[src/rtl/paritysel_operand_seq_if.sv]
// Operand-sequencer bus: input word stream, held operand pair and sel beat stream.
// The slave side is the sequencer; the master side is the stimulus / downstream mux.
interface paritysel_operand_seq_if #(
  parameter int WIDTH = 8
);
  logic             in_valid;
  logic             in_ready;
  logic [WIDTH-1:0] in_data;
  logic [WIDTH-1:0] data_a;
  logic [WIDTH-1:0] data_b;
  logic [4:0]       sel;
  logic             out_valid;
  logic             out_ready;
  logic             out_last;
  logic             busy;

  modport slave (
    input  in_valid, in_data, out_ready,
    output in_ready, data_a, data_b, sel, out_valid, out_last, busy
  );

  modport master (
    output in_valid, in_data, out_ready,
    input  in_ready, data_a, data_b, sel, out_valid, out_last, busy
  );
endinterface

[src/rtl/paritysel_operand_seq.sv]
// Captures an A/B operand pair, then steps sel over NUM_BEATS beats; first beat one cycle after B.
// Output beats hold under out_ready low; input is stalled (in_ready=0) for the whole emission.
module paritysel_operand_seq #(
  parameter int WIDTH     = 8,
  parameter int NUM_BEATS = 4
) (
  input logic                   clk,
  input logic                   rst,
  paritysel_operand_seq_if.slave bus
);

  typedef enum logic [1:0] {
    FILL_A = 2'd0,
    FILL_B = 2'd1,
    EMIT   = 2'd2
  } state_t;

  localparam logic [4:0] LAST_SEL = 5'(NUM_BEATS - 1);

  state_t           r_state;
  state_t           w_state_nxt;
  logic [WIDTH-1:0] r_data_a;
  logic [WIDTH-1:0] r_data_b;
  logic [4:0]       r_sel;
  logic             r_out_valid;
  logic             r_out_last;
  logic             w_in_ready;
  logic             w_busy;
  logic             w_in_acc;
  logic             w_out_acc;
  logic             w_at_last;

  assign w_in_acc  = bus.in_valid & w_in_ready;
  assign w_out_acc = r_out_valid & bus.out_ready;
  assign w_at_last = (r_sel == LAST_SEL);

  always_ff @(posedge clk) begin
    if (rst) begin
      r_state <= FILL_A;
    end else begin
      r_state <= w_state_nxt;
    end
  end

  always_comb begin
    w_state_nxt = r_state;
    case (r_state)
      FILL_A:  if (w_in_acc) w_state_nxt = FILL_B;
      FILL_B:  if (w_in_acc) w_state_nxt = EMIT;
      EMIT:    if (w_out_acc && w_at_last) w_state_nxt = FILL_A;
      default: w_state_nxt = FILL_A;
    endcase
  end

  // in_ready is masked by rst so a word offered during reset is never consumed
  always_comb begin
    w_in_ready = 1'b0;
    w_busy     = 1'b0;
    case (r_state)
      FILL_A:  w_in_ready = !rst;
      FILL_B:  begin w_in_ready = !rst; w_busy = 1'b1; end
      EMIT:    w_busy = 1'b1;
      default: w_in_ready = 1'b0;
    endcase
  end

  always_ff @(posedge clk) begin
    if (rst) begin
      r_data_a    <= '0;
      r_data_b    <= '0;
      r_sel       <= '0;
      r_out_valid <= 1'b0;
      r_out_last  <= 1'b0;
    end else begin
      case (r_state)
        FILL_A: begin
          if (w_in_acc) r_data_a <= bus.in_data;
        end
        FILL_B: begin
          if (w_in_acc) begin
            r_data_b    <= bus.in_data;
            r_sel       <= '0;
            r_out_valid <= 1'b1;
            r_out_last  <= (NUM_BEATS == 1);
          end
        end
        EMIT: begin
          // sel is left at its final value after the last beat
          if (w_out_acc) begin
            if (w_at_last) begin
              r_out_valid <= 1'b0;
              r_out_last  <= 1'b0;
            end else begin
              r_sel      <= 5'(r_sel + 5'd1);
              r_out_last <= (5'(r_sel + 5'd1) == LAST_SEL);
            end
          end
        end
        default: begin
          r_out_valid <= 1'b0;
          r_out_last  <= 1'b0;
        end
      endcase
    end
  end

  assign bus.in_ready  = w_in_ready;
  assign bus.busy      = w_busy;
  assign bus.data_a    = r_data_a;
  assign bus.data_b    = r_data_b;
  assign bus.sel       = r_sel;
  assign bus.out_valid = r_out_valid;
  assign bus.out_last  = r_out_last;

endmodule
[src/flat_wrapper.sv]
// flat-port wrapper written by rule: the top's interface ports become plain ports
module paritysel_operand_seq_flat 
#(
  parameter int WIDTH     = 8,
  parameter int NUM_BEATS = 4
)
  (clk, rst, bus_in_valid, bus_in_data, bus_out_ready, bus_in_ready, bus_data_a, bus_data_b, bus_sel, bus_out_valid, bus_out_last, bus_busy);
  paritysel_operand_seq_if #(.WIDTH(WIDTH)) bus_i ();
  input logic clk;
  input logic rst;
  input wire logic [$bits(bus_i.in_valid)-1:0] bus_in_valid;
  input wire logic [$bits(bus_i.in_data)-1:0] bus_in_data;
  input wire logic [$bits(bus_i.out_ready)-1:0] bus_out_ready;
  output wire logic [$bits(bus_i.in_ready)-1:0] bus_in_ready;
  output wire logic [$bits(bus_i.data_a)-1:0] bus_data_a;
  output wire logic [$bits(bus_i.data_b)-1:0] bus_data_b;
  output wire logic [$bits(bus_i.sel)-1:0] bus_sel;
  output wire logic [$bits(bus_i.out_valid)-1:0] bus_out_valid;
  output wire logic [$bits(bus_i.out_last)-1:0] bus_out_last;
  output wire logic [$bits(bus_i.busy)-1:0] bus_busy;
  assign bus_i.in_valid = bus_in_valid;
  assign bus_i.in_data = bus_in_data;
  assign bus_i.out_ready = bus_out_ready;
  assign bus_in_ready = bus_i.in_ready;
  assign bus_data_a = bus_i.data_a;
  assign bus_data_b = bus_i.data_b;
  assign bus_sel = bus_i.sel;
  assign bus_out_valid = bus_i.out_valid;
  assign bus_out_last = bus_i.out_last;
  assign bus_busy = bus_i.busy;
  paritysel_operand_seq #(.WIDTH(WIDTH), .NUM_BEATS(NUM_BEATS)) u_core (.clk(clk), .rst(rst), .bus(bus_i));
endmodule
[config.mk]
export PLATFORM = sky130hd
export DESIGN_NAME = paritysel_operand_seq_flat
export DESIGN_NICKNAME = d
export VERILOG_FILES = /design/src/rtl/paritysel_operand_seq_if.sv /design/src/rtl/paritysel_operand_seq.sv /design/src/flat_wrapper.sv
export SDC_FILE = /design/constraint.sdc
export NUM_CORES = 1
export LEC_CHECK = 0
export BUFFER_PORTS_ARGS = -buffer_cell sky130_fd_sc_hd__clkbuf_2
export CELL_PAD_IN_SITES_DETAIL_PLACEMENT = 0
export CELL_PAD_IN_SITES_GLOBAL_PLACEMENT = 1
export CORE_MARGIN = 2
export CORE_UTILIZATION = 38
export DETAILED_ROUTE_END_ITERATION = 16
export HOLD_SLACK_MARGIN = 0.05
export PLACE_DENSITY_LB_ADDON = 0.25
export SYNTH_ARGS = -nofsm -noshare
export SYNTH_HDL_FRONTEND = slang
export SYNTH_SLANG_ARGS = --single-unit
[constraint.sdc]
create_clock -name clk -period 3.3 [get_ports clk]
set_input_delay 0.165 -clock clk [delete_from_list [all_inputs] [get_ports clk]]
set_output_delay 0.165 -clock clk [all_outputs]
set_load 0.05 [all_outputs]
==> results.toml, run 1 <==
[status]
status = "completed"

[power]
total_power_uw = 698
pwr_density_cell_nw_per_um2 = 488
peakVddDrop_v = 0.000215
leakagePower_uw = 0.000588

[routing]
drc = 0
via_count = 1101
drt_iter0_drc = 54
first_pass_iters = 4
wl_mm = 2.76
vias_per_cell = 4.94
drt-wirelength-per-cell_um = 12.4
ant_nets = 0

[cts]
post_cts_buffers = 0
clk_latency_ns = 0.31
cts_tree = "built"
cts_resized = 0
clockBufferDepth = 2
h-tree-depth = 1
cts_buffers = 3
clk_pin_slew_ns = 0.14
ctsRootBufferMaster = "clkbuf_4"
cts.sinks = 25
hold_buffers = 0

[placement]
port_buffers = 36
place.gp.congestion = 0.819
dp.cells = 219
dp_hpwl_mm = 2.05

[floorplanning]
io_pins = 37
die_height_um = 60.3
core.rowCount = 20
die-area_sq_um = 3630
core_area_sq_um = 3030
start_util_pct = 39.8
dieWidth_um = 60.3

[yosys]
yosysWarnings = 0
ys_ff_latch = 25
synth_top_area_share_pct = 41.6
synthArstFlopShare_pct = 0
synth_area_leaders = "dfxtp_1, nand2_1, a21oi_1"
yosysSeqAreaShare_pct = 41.6
synth-edff-count = 0
yosysTopAreaCell = "dfxtp_1"
synthCells = 147
syn_area_sq_um = 1200
synth_nets = 165
postSynthAreaPerCell_sq_um = 8.19
synth_cell_type_count = 33
synthFlopType = "dfxtp_1"

[sta]
fin_crit_ns = 2.11
setup_viol = 0
maxSlewViolCount = 0
hold_violations = 0
finalSetupTns_ns = 0
clock.fmax_mhz = 474
finalCritPeriodShare_pct = 63.9
max_slew_margin_pct = 46.8
fin_skew_ns = 0.00616
rsz0062_at_grt = "false"
worstMarginPinSlew_ns = 0.795

[critical_path]
critPathRequiredTime_ns = 3.13
crit_type = "reg2out"
endpoint_kind = "output port"
arrival_ns = 1.94
cp_max_fo = 15
cp-start-kind = "register"

[layout]
nFillCells = 324
fin_nets = 198
syn2layout_area_growth_pct = 18.8
fin_cells = 223
final_cell_mix = "clkbuf_2, nand2_1, dfxtp_1"
drive_gt1_share_pct = 24.0
diodes = 0
final_common_cell = "clkbuf_2"

[global_route]
grt_remaining_overflow = 0
grt_pass1_vias = 996
grt_max_degree = 32
antenna_found_initial = 0
grt_pass1_wl_mm = 4.44
track_usage_pct = 16.3

[worst_hold_path]
worstHoldPathType = "in2reg"

[job]
maxCapViolations = 0
stage by stage:
step | instance area (sq um) | util (%) | hold WS (ns) | worst slack, ns
global route | 1430 | 47.2 | 0.0679 | 0.949
floorplan | 1200 | - | 0.301 | 1.06
finish | 1430 | 47.2 | 0.0733 | 1.19
global placement | 1400 | 46.2 | 0.416 | 1.29
detailed placement | 1400 | 46.2 | 0.416 | 1.27
CTS | 1430 | 47.2 | 0.0641 | 1.18
metal layers:
metal	wire, um	vias up	global-route usage [%]
met1	1370	496	23.1
li1	-	571	-
met2	1220	32	25.2
met5	0	-	0
met3	147	2	3.25
met4	22	0	3.81
path summary, 6_finish.rpt:
kind / from / end / slack (ns) / cells past startpoint
setup / recovery: u_core.r_state[1]$_SDFFE_PP0P_ / bus_in_ready / 1.19 / 5
hold reg to reg: u_core.bus.data_a[4]$_SDFFE_PP0P_ / u_core.bus.data_a[4]$_SDFFE_PP0P_ / 0.47 / 2
hold / removal: bus_in_data[0] / u_core.bus.data_a[0]$_SDFFE_PP0P_ / 0.07 / 3
setup reg to reg: u_core.r_state[0]$_SDFFE_PP0P_ / u_core.bus.sel[4]$_SDFFE_PP0P_ / 1.21 / 6
synth_stat cells, types with 2 or more instances:
master and n:
nor2_1 8, nand2b_1 3, nand3_1 11, clkbuf_1 6, dfxtp_1 25, o21ai_0 4, inv_1 5, a21oi_1 20
nor3b_1 2, nand2_1 29, a31o_1 2, mux2i_1 2, a31oi_1 2, nor2b_1 2, ha_1 6, nor3_1 3
final cells by class:
type	count	area [sq um]	area share, %
Clock inverter	1	7.51	0.525
Sequential cell	25	500	35.0
Multi-Input combinational cell	109	646	45.1
Clock buffer	3	22.5	1.57
Inverter	5	18.8	1.31
Timing Repair Buffer	36	180	12.6
Tap cell	44	55.1	3.85
worst max-delay path: stages (launching register included):
cell and delay, ns:
dfxtp_1 0.38, inv_1 0.08, ha_1 0.36, or2_2 0.40
nor2b_1 0.14, clkbuf_2 0.26
cells by family (layout without fill, tap and decap cells):
group	Yosys count	count (layout)	synth area share, %
DFF	25	25	41.6
muxes	2	2	1.66
AOI/OAI and AO/OA	35	35	18.8
and+or+nand+nor	65	65	26.2
xor gates and xnor gates	1	1	0.728
buffers and inverters	13	45	4.78
adders and majority gates	6	6	6.24
flip-flops by register name (all words and copies together), names as in the netlist:
signal,count
u_core.bus.sel,5
u_core.bus.out_last,1
u_core.r_state,2
u_core.bus.data_b,8
u_core.bus.out_valid,1
u_core.bus.data_a,8
report_power, final:
group	switching (uW)	internal, uW
clock network	93.2	46.2
logic	163	62.7
registers	11.5	321
total	268	430
Power figures use the tool's default switching activity.
==> run 2: changes to the inputs <==
--- a/config.mk
+++ b/config.mk
@@ -9,7 +9,7 @@
 export CELL_PAD_IN_SITES_DETAIL_PLACEMENT = 0
 export CELL_PAD_IN_SITES_GLOBAL_PLACEMENT = 1
 export CORE_MARGIN = 2
-export CORE_UTILIZATION = 38
+export CORE_UTILIZATION = 36
 export DETAILED_ROUTE_END_ITERATION = 16
 export HOLD_SLACK_MARGIN = 0.05
 export PLACE_DENSITY_LB_ADDON = 0.25
==> constraint.sdc (replaced) <==
create_clock -name clk -period 2.05 [get_ports clk]
set_input_delay 0.1025 -clock clk [delete_from_list [all_inputs] [get_ports clk]]
set_output_delay 0.1025 -clock clk [all_outputs]
set_load 0.05 [all_outputs]
==> run 2 against run 1 <==
  * Final area is 9.2% higher
  * Global-route usage is 1.3 points higher
  * Sequential cell count stayed put
  * Routed wire length is 15% higher
  * Non-clock buffer count is 15 higher
==> results.toml, run 2 (synthesis gave the netlist of run 1 again) <==
[layout]
fin_nets = 213
syn2layout_area_growth_pct = 29.7
drive_gt1_share_pct = 26.3
design_area_sq_um = 1560
diodes = 0
final_common_cell = "clkbuf_2"
final_cell_mix = "clkbuf_2, nand2_1, dfxtp_1"
final_core_utilization_pct = 49.9
fin_cells = 238

[sta]
finalSetupTns_ns = 0
worstMarginPinSlew_ns = 0.508
max_slew_margin_pct = 66.0
fin_crit_ns = 1.84
finalCritPeriodShare_pct = 89.8
clock.fmax_mhz = 543
hold_violations = 0
fin_ws_ns = 0.210
rsz0062_at_grt = "false"
fin_skew_ns = 0.00237
maxSlewViolCount = 0
setup_viol = 0

[floorplanning]
io_pins = 37
die_height_um = 61.8
dieWidth_um = 61.8
die-area_sq_um = 3820
core.rowCount = 20
start_util_pct = 38.5
core_area_sq_um = 3130

[power]
leakagePower_uw = 0.000659
pwr_density_cell_nw_per_um2 = 733
seq_power_share_pct = 46.8
sw_frac_of_total_pct = 37.5
peakVddDrop_v = 0.000629
clockPowerShare_pct = 18.7
p_comb_share_pct = 34.5
p_int_uw = 716
p_switching_uw = 429

[cts]
ctsRootBufferMaster = "clkbuf_4"
clk_latency_ns = 0.31
cts_resized = 0
hold_buffers = 8
cts_buffers = 3
clk_pin_slew_ns = 0.13
post_cts_buffers = 0
cts.sinks = 25
clockBufferDepth = 2
h-tree-depth = 1
cts_tree = "built"

[placement]
port_buffers = 36
place.gp.congestion = 0.790
pre_cts_ws_ns = 0.228
dp_hpwl_mm = 2.30
placed_area_sq_um = 1460
dp.cells = 226

[critical_path]
cp_slowest_stage_delay_ns = 0.51
cp_max_fo = 6
critPathRequiredTime_ns = 2.30
arrival_ns = 2.09
crit_type = "reg2reg"
rrSetupSlack_ns = 0.21
crit_path_cell_trace = "inv_1 -> ha_1 -> a21boi_1 -> a21o_1 -> or4b_1 -> a21oi_1"
endpoint_kind = "register"
slowest_stage = "or4b_1"
cp-start-kind = "register"

[global_route]
grt_max_degree = 31
grt_pass1_wl_mm = 5.07
track_usage_pct = 17.5
grt_pass1_vias = 1113
antenna_found_initial = 0
grt_remaining_overflow = 0

[routing]
wl_mm = 3.18
drc = 0
drt_iter0_drc = 39
via_count = 1177
drt-wirelength-per-cell_um = 13.4
first_pass_iters = 5
vias_per_cell = 4.95
ant_nets = 0

[status]
status = "completed"

[job]
maxCapViolations = 0

[worst_hold_path]
worstHoldPathType = "in2reg"
-- run 2: worst paths after layout --
path                                                        start                                end  depth (start not counted)
worst max register to register     u_core.r_state[0]$_SDFFE_PP0P_     u_core.bus.sel[3]$_SDFFE_PP0P_                          6
worst min register to register  u_core.bus.data_b[6]$_SDFFE_PP0P_  u_core.bus.data_b[6]$_SDFFE_PP0P_                          2
worst min-delay path                                 bus_in_valid  u_core.bus.data_b[4]$_SDFFE_PP0P_                          3
worst max-delay path               u_core.r_state[0]$_SDFFE_PP0P_     u_core.bus.sel[3]$_SDFFE_PP0P_                          6
-- run 2: final cells by class --
type / instances / area [sq um]
Multi-Input combinational cell: 109 / 646
Inverter: 5 / 18.8
Sequential cell: 25 / 503
Tap cell: 44 / 55.1
Clock buffer: 4 / 26.3
Timing Repair Buffer: 51 / 313
Fill cell: 344 / 1570
-- run 2: worst max-delay path, delay by kind of cell, from the launching register on --
family | cells | cell delay (ns)
buffers and inverters | 1 | 0.09
AND/OR/NAND/NOR | 1 | 0.51
adder cells (fa/ha/maj) | 1 | 0.21
AO/OA/AOI/OAI | 3 | 0.60
flip-flops | 1 | 0.38
-- run 2: per-stage QoR --
step,hold WS [ns],power (uW)
after CTS,0.188,1160
after floorplan,0.239,831
after detailed placement,0.354,930
after global placement,0.353,920
final,0.195,1140
after global routing,0.204,1220
-- run 2: metal layers --
metal	track usage (%)	up-vias	routed length, um
met5	0	-	0
li1	-	598	-
met1	22.9	554	1470
met3	4.35	2	106
met2	30.1	23	1590
met4	2.43	0	10
-- run 2: power by group through the flow --
stage          Clock [uW]  Sequential, uW  Combinational [uW]
4_1_cts               227             537                 395
6_report              214             536                 394
3_5_place_dp            0             548                 382
2_1_floorplan           0             636                 195
5_1_grt               252             541                 428
3_3_place_gp            0             545                 375
